===== config.mk =====
export PLATFORM = sky130hd
export DESIGN_NAME = param_accumulator
export DESIGN_NICKNAME = d
export VERILOG_FILES = /design/src/rtl/param_accumulator.sv
export SDC_FILE = /design/constraint.sdc
export NUM_CORES = 1
export LEC_CHECK = 0
export CAP_MARGIN = 5
export CORE_ASPECT_RATIO = 2
export CORE_MARGIN = 1
export CORE_UTILIZATION = 30
export DETAILED_ROUTE_END_ITERATION = 7
export PLACE_DENSITY = 0.46
export SYNTH_ARGS = -nofsm -noshare
export SYNTH_HDL_FRONTEND = slang
export SYNTH_SLANG_ARGS = --single-unit
export TNS_END_PERCENT = 30

===== constraint.sdc =====
create_clock -name clk -period 3.85 [get_ports clk]
set_input_delay 0.77 -clock clk [delete_from_list [all_inputs] [get_ports clk]]
set_output_delay 0.77 -clock clk [all_outputs]
set_load 0.03 [all_outputs]

===== src/rtl/param_accumulator.sv =====
// param_accumulator: WIDTH-bit accumulator with ADD/SUB/LOAD and an
// iterative unsigned shift-add MUL, fed through a valid/ready handshake.
// Exports carry, signed-overflow and zero flags to the surrounding ALU.
// Optional build macro: ACC_SATURATE_EN -- clamps ADD/SUB results on signed
// overflow and MUL results on product overflow instead of wrapping.
module param_accumulator #(
  parameter int WIDTH = 8
) (
  input  logic             clk,
  input  logic             rst,
  input  logic             op_valid,
  output logic             op_ready,
  input  logic [1:0]       op_code,
  input  logic [WIDTH-1:0] operand,
  output logic [WIDTH-1:0] acc,
  output logic             done,
  output logic             busy,
  output logic             carry,
  output logic             ovf,
  output logic             zero
);

  localparam int CNT_W = $clog2(WIDTH) + 1;

  localparam logic [1:0] OP_ADD  = 2'b00;
  localparam logic [1:0] OP_SUB  = 2'b01;
  localparam logic [1:0] OP_LOAD = 2'b10;
  localparam logic [1:0] OP_MUL  = 2'b11;

`ifdef ACC_SATURATE_EN
  localparam logic [WIDTH-1:0] SAT_MAX = {1'b0, {(WIDTH-1){1'b1}}};
  localparam logic [WIDTH-1:0] SAT_MIN = {1'b1, {(WIDTH-1){1'b0}}};
`endif

  typedef enum logic [0:0] {
    ST_IDLE = 1'b0,
    ST_MUL  = 1'b1
  } state_t;

  state_t               state_q,  state_d;
  logic [WIDTH-1:0]     acc_q,    acc_d;
  logic                 carry_q,  carry_d;
  logic                 ovf_q,    ovf_d;
  logic                 done_q,   done_d;
  logic                 busy_q,   busy_d;
  logic [2*WIDTH-1:0]   mcand_q,  mcand_d;
  logic [WIDTH-1:0]     mplier_q, mplier_d;
  logic [2*WIDTH-1:0]   prod_q,   prod_d;
  logic [CNT_W-1:0]     cnt_q,    cnt_d;

  logic [WIDTH:0]       sum_s;
  logic [WIDTH:0]       diff_s;
  logic                 add_ovf_s;
  logic                 sub_ovf_s;
  logic [2*WIDTH-1:0]   prod_nxt_s;
  logic                 last_iter_s;
  logic                 accept_s;
`ifdef ACC_SATURATE_EN
  logic [WIDTH-1:0]     sat_val_s;
`endif

  assign op_ready = (state_q == ST_IDLE) && !rst;
  assign accept_s = op_valid && op_ready;

  // Datapath helpers: adder, subtractor, overflow detect, one shift-add step.
  always_comb begin
    sum_s       = {1'b0, acc_q} + {1'b0, operand};
    diff_s      = {1'b0, acc_q} + {1'b0, ~operand} + {{WIDTH{1'b0}}, 1'b1};
    add_ovf_s   = (acc_q[WIDTH-1] == operand[WIDTH-1]) &&
                  (sum_s[WIDTH-1] != acc_q[WIDTH-1]);
    sub_ovf_s   = (acc_q[WIDTH-1] != operand[WIDTH-1]) &&
                  (diff_s[WIDTH-1] != acc_q[WIDTH-1]);
    prod_nxt_s  = prod_q + (mplier_q[0] ? mcand_q : {(2*WIDTH){1'b0}});
    last_iter_s = (cnt_q == CNT_W'(WIDTH - 1));
`ifdef ACC_SATURATE_EN
    // On signed overflow the true result has the sign of the accumulator.
    sat_val_s   = acc_q[WIDTH-1] ? SAT_MIN : SAT_MAX;
`endif
  end

  // Next-state logic for the FSM, accumulator, flags and multiply engine.
  always_comb begin
    state_d  = state_q;
    acc_d    = acc_q;
    carry_d  = carry_q;
    ovf_d    = ovf_q;
    done_d   = 1'b0;
    busy_d   = busy_q;
    mcand_d  = mcand_q;
    mplier_d = mplier_q;
    prod_d   = prod_q;
    cnt_d    = cnt_q;
    case (state_q)
      ST_IDLE: begin
        if (accept_s) begin
          case (op_code)
            OP_ADD: begin
`ifdef ACC_SATURATE_EN
              acc_d = add_ovf_s ? sat_val_s : sum_s[WIDTH-1:0];
`else
              acc_d = sum_s[WIDTH-1:0];
`endif
              carry_d = sum_s[WIDTH];
              ovf_d   = add_ovf_s;
              done_d  = 1'b1;
            end
            OP_SUB: begin
`ifdef ACC_SATURATE_EN
              acc_d = sub_ovf_s ? sat_val_s : diff_s[WIDTH-1:0];
`else
              acc_d = diff_s[WIDTH-1:0];
`endif
              carry_d = diff_s[WIDTH];
              ovf_d   = sub_ovf_s;
              done_d  = 1'b1;
            end
            OP_LOAD: begin
              acc_d   = operand;
              carry_d = 1'b0;
              ovf_d   = 1'b0;
              done_d  = 1'b1;
            end
            OP_MUL: begin
              mcand_d  = {{WIDTH{1'b0}}, acc_q};
              mplier_d = operand;
              prod_d   = {(2*WIDTH){1'b0}};
              cnt_d    = {CNT_W{1'b0}};
              busy_d   = 1'b1;
              state_d  = ST_MUL;
            end
            default: begin
              state_d = ST_IDLE;
            end
          endcase
        end else begin
          state_d = ST_IDLE;
        end
      end
      ST_MUL: begin
        prod_d   = prod_nxt_s;
        mcand_d  = {mcand_q[2*WIDTH-2:0], 1'b0};
        mplier_d = {1'b0, mplier_q[WIDTH-1:1]};
        cnt_d    = cnt_q + {{(CNT_W-1){1'b0}}, 1'b1};
        if (last_iter_s) begin
          ovf_d   = |prod_nxt_s[2*WIDTH-1:WIDTH];
`ifdef ACC_SATURATE_EN
          acc_d   = (|prod_nxt_s[2*WIDTH-1:WIDTH]) ? {WIDTH{1'b1}}
                                                   : prod_nxt_s[WIDTH-1:0];
`else
          acc_d   = prod_nxt_s[WIDTH-1:0];
`endif
          carry_d = 1'b0;
          busy_d  = 1'b0;
          done_d  = 1'b1;
          cnt_d   = {CNT_W{1'b0}};
          state_d = ST_IDLE;
        end else begin
          state_d = ST_MUL;
        end
      end
      default: begin
        state_d = ST_IDLE;
        busy_d  = 1'b0;
      end
    endcase
  end

  // State registers; synchronous reset overrides everything, including MUL.
  always_ff @(posedge clk) begin
    if (rst) begin
      state_q  <= ST_IDLE;
      acc_q    <= {WIDTH{1'b0}};
      carry_q  <= 1'b0;
      ovf_q    <= 1'b0;
      done_q   <= 1'b0;
      busy_q   <= 1'b0;
      mcand_q  <= {(2*WIDTH){1'b0}};
      mplier_q <= {WIDTH{1'b0}};
      prod_q   <= {(2*WIDTH){1'b0}};
      cnt_q    <= {CNT_W{1'b0}};
    end else begin
      state_q  <= state_d;
      acc_q    <= acc_d;
      carry_q  <= carry_d;
      ovf_q    <= ovf_d;
      done_q   <= done_d;
      busy_q   <= busy_d;
      mcand_q  <= mcand_d;
      mplier_q <= mplier_d;
      prod_q   <= prod_d;
      cnt_q    <= cnt_d;
    end
  end

  assign acc   = acc_q;
  assign done  = done_q;
  assign busy  = busy_q;
  assign carry = carry_q;
  assign ovf   = ovf_q;
  assign zero  = (acc_q == {WIDTH{1'b0}});

endmodule


==> impl_table.tex <==
\begin{tabular}{lr}
\hline
Metric & Value \\
\hline
\multicolumn{2}{l}{\textbf{GRT}} \\
Antenna violations before repair & 0 \\
Aggregate global-route resource usage & a little under a fifth \\
Largest net degree at the start of global routing & 59 \\
Number of global-route vias before repair & 3908 \\
First-pass GRT wire length & 20500 um \\
Total congestion overflow after global routing & 0 \\
\multicolumn{2}{l}{\textbf{Setup path}} \\
Stage delay of the slowest cell on the critical path & 590 ps \\
Instance count on the critical path & 10 \\
Critical path's top delay family & compound AO/OA/AOI/OAI gates \\
Crit path cell chain & and2\_1, ha\_1, fa\_1, a211oi\_1, o21ai\_0, a2111oi\_0, or4b\_2, nand4\_1, nor4\_1, o21ai\_0 \\
Endpoint of the worst register-to-register path & ovf \\
Worst setup path category & register to register \\
Biggest fanout along the worst timing path & 17 \\
Nature of the critical path endpoint & register \\
Critical path data required time & 4060 ps \\
Worst r2r path cells & 10 \\
Reg-to-reg setup timing slack & 530 ps \\
Beginning of the critical path & mplier\_q[0] \\
Library cell contributing the largest single delay on the critical path & a2111oi\_0 \\
Sum of buffers and inverters on the critical path & 0 \\
Crit path top cell by count & o21ai\_0 \\
Crit path arrival time & about 3500 ps \\
Type of element launching the critical path & register \\
Reg-to-Reg Start & mplier\_q[0] \\
Timing endpoint of the critical path & ovf \\
\multicolumn{2}{l}{\textbf{Timing}} \\
Clock Skews & 7.39 ps \\
Fin crit share & between 80\% and 90\% \\
Clock period minus final worst setup slack & 3320 ps \\
Total negative slack for setup checks & 0 ps \\
Slew Limit Headroom & 41.3\% \\
Slew Viols, Final & 0 \\
Endpoints failing setup & 0 \\
FMAX & 301 MHz \\
Final Hold Viols & 0 \\
Unrepaired setup endpoints after global routing & no \\
Transition at the pin with the smallest max-transition slack & 878 ps \\
\multicolumn{2}{l}{\textbf{Yosys}} \\
Synth Flop Type & dfxtp\_1 \\
Syn Std Cell Area & about 4000 um2 \\
YS warnings & 0 \\
Sequential-to-total area share from yosys stat & approximately 28\% \\
Top-area cell type share of the netlist area & 27.9\% \\
Post-Syn Instances & 532 \\
Count of state elements after synthesis & 57 \\
Count of cell types in the netlist & 61 \\
Proportion of synthesized flip-flops having asynchronous set or reset & 0\% \\
Number of enable-type register cells in the synthesized netlist & 0 \\
Total nets after synthesis & 584 \\
Most area-hungry cell type in the Yosys netlist & dfxtp\_1 \\
Mean area per synthesized cell & 7.70 um2 \\
Cells taking the most area after synthesis & dfxtp\_1, ha\_1, a21oi\_1, nand2\_1, nor2\_1 \\
\multicolumn{2}{l}{\textbf{Floorplan}} \\
Top-Level Pins & 27 \\
Initial Util & 30.7\% \\
Die span in y & about 170 um \\
Core area & 13400 um2 \\
Horiz. Die Dim & 84.6 um \\
Count of standard-cell rows & 60 \\
Full die area & 14200 um2 \\
\multicolumn{2}{l}{\textbf{Route}} \\
DRC & 0 \\
Per-cell via count in the routed design & 5.62 \\
Total via count in the routed design & 3980 \\
Routed Antenna Nets & 0 \\
First DRT Iteration DRCs & 130 \\
First-pass iteration count of the detailed router & 4 \\
WL/cell & 18.5 um \\
Routed WL & roughly 13000 um \\
\multicolumn{2}{l}{\textbf{Final layout}} \\
Number of nets in the layout & 600 \\
Layout overhead on the synthesized area & 18.3\% \\
Antenna fix cells & 0 \\
Filler Cell Count & 1452 \\
Most common cell after layout, fill and taps aside & a21oi\_1 \\
Share of cells above drive strength 1 & 7.23\% \\
Most frequent cells in the layout & a21oi\_1, dfxtp\_1, nor2\_1, nand2\_1, ha\_1 \\
\multicolumn{2}{l}{\textbf{Worst hold path}} \\
Worst hold path type & register to register \\
\multicolumn{2}{l}{\textbf{Pwr}} \\
Post-layout power & 1.80 mW \\
Maximum ir drop on the vdd rail & 0.000206 V \\
Cell leakage power & 2.00 nW \\
Power per unit of standard cell area & approximately 370 nW/um2 \\
\multicolumn{2}{l}{\textbf{Clocking}} \\
TritonCTS Sinks & 57 \\
Post-cts gate resize count & 0 \\
Root buf cell & clkbuf\_16 \\
Clock transition time at the flip-flop clock pins of the worst setup and hold paths & 50 ps \\
H-tree depth & 3 \\
Maximum root-to-sink buffer count & 2 \\
Number of buffers inserted by hold repair at cts & 0 \\
Clock network latency to the later pin of the worst-skew pair & 330 ps \\
CTS tree & done \\
TritonCTS buffer count & 9 \\
Count of buffers added by post-CTS timing repair for setup & 0 \\
\multicolumn{2}{l}{\textbf{Run status}} \\
Run status & complete, no violations \\
\multicolumn{2}{l}{\textbf{Place}} \\
Number of buffers inserted by port buffering & 26 \\
Final weighted congestion of routability-driven global placement & 0.867 \\
Detailed-placement wirelength estimate & 9990 um \\
\multicolumn{2}{l}{\textbf{Run}} \\
Max capacitance violation total & 0 \\
\hline
\end{tabular}
report_power, final:
group	internal [mW]	switching (mW)	total [mW]
Combinational	0.0953	0.149	0.245
Sequential	0.602	0.0166	0.618
Clock	0.648	0.285	0.933
Total	1.35	0.451	1.80
synthesized netlist by cell type, types with 3 or more instances:
cell and instances:
a2111oi_0 3, a211o_1 5, a211oi_1 4, a21o_1 4
a21oi_1 59, a221oi_1 7, a22oi_1 17, and2_1 17
and3_1 14, clkbuf_1 27, dfxtp_1 57, fa_1 3
ha_1 36, inv_1 28, nand2_1 45, nand2b_1 6
nand3_1 25, nor2_1 45, nor2b_1 5, nor3_1 16
nor4_1 4, o211a_1 6, o211ai_1 4, o21a_1 4
o21ai_0 18, o21ba_2 3, o21bai_1 5, o22ai_1 6
or3_1 7, xnor2_1 7, xor2_1 4
worst min-delay path, cell delays in order, from the launching register on:
cell and delay [ps]:
dfxtp_1 310, nand2_1 50, a21oi_1 50
kinds of logic after synthesis:
family          synth area share, %
simple gates                   23.3
compound gates                 28.3
buf+inv                        5.53
flops                          27.9
fa+ha+maj                      12.5
xor+xnor                       2.35
mux                           0.244
cell type report:
type,count,area (um2),area share [%]
timing repair buffer,35,323,6.66
tap,155,194,4.00
clock inverter,5,103,2.12
inverter,30,113,2.32
multi-input combinational,415,2730,56.3
sequential,57,1140,23.6
clock buffer,11,243,5.01
registers in the layout, indices dropped and copies added, names as in the netlist:
name / cells
ovf: 1
mcand_q: 16
cnt_q: 4
busy: 1
done: 1
carry: 1
state_q: 1
acc: 8
mplier_q: 8
prod_q: 16
through the flow:
step | instances | worst slack, ps | utilization [%] | area, um2 | hold WS, ps
floorplan | 532 | 1050 | - | 4100 | 437
global placement | 692 | 383 | 33.7 | 4500 | 445
detailed placement | 692 | 335 | 33.7 | 4500 | 450
CTS | 708 | 461 | 36.3 | 4850 | 457
global route | 708 | 184 | 36.3 | 4850 | 477
finish | 708 | 528 | 36.3 | 4850 | 457
worst min path at each step:
stage                           start  slack [ps]          end  depth (start not counted)
final                     mplier_q[4]         460  mplier_q[4]                          2
after floorplan           mplier_q[1]         440  mplier_q[1]                          2
after detailed placement  mplier_q[2]         450  mplier_q[2]                          2
after global placement    mplier_q[2]         440  mplier_q[2]                          2
after global routing      mplier_q[4]         480  mplier_q[4]                          2
after CTS                 mplier_q[2]         460  mplier_q[2]                          2
routing by layer:
metal / wire, um / up-vias / global-route usage [%]
met3: 203 / 36 / 2.71
met4: 670 / 0 / 11.8
met2: 7340 / 63 / 36.8
met1: 4900 / 1914 / 18.3
li1: - / 1967 / -
met5: 0 / - / 0
No activity file was read; power rests on OpenSTA's default activity.
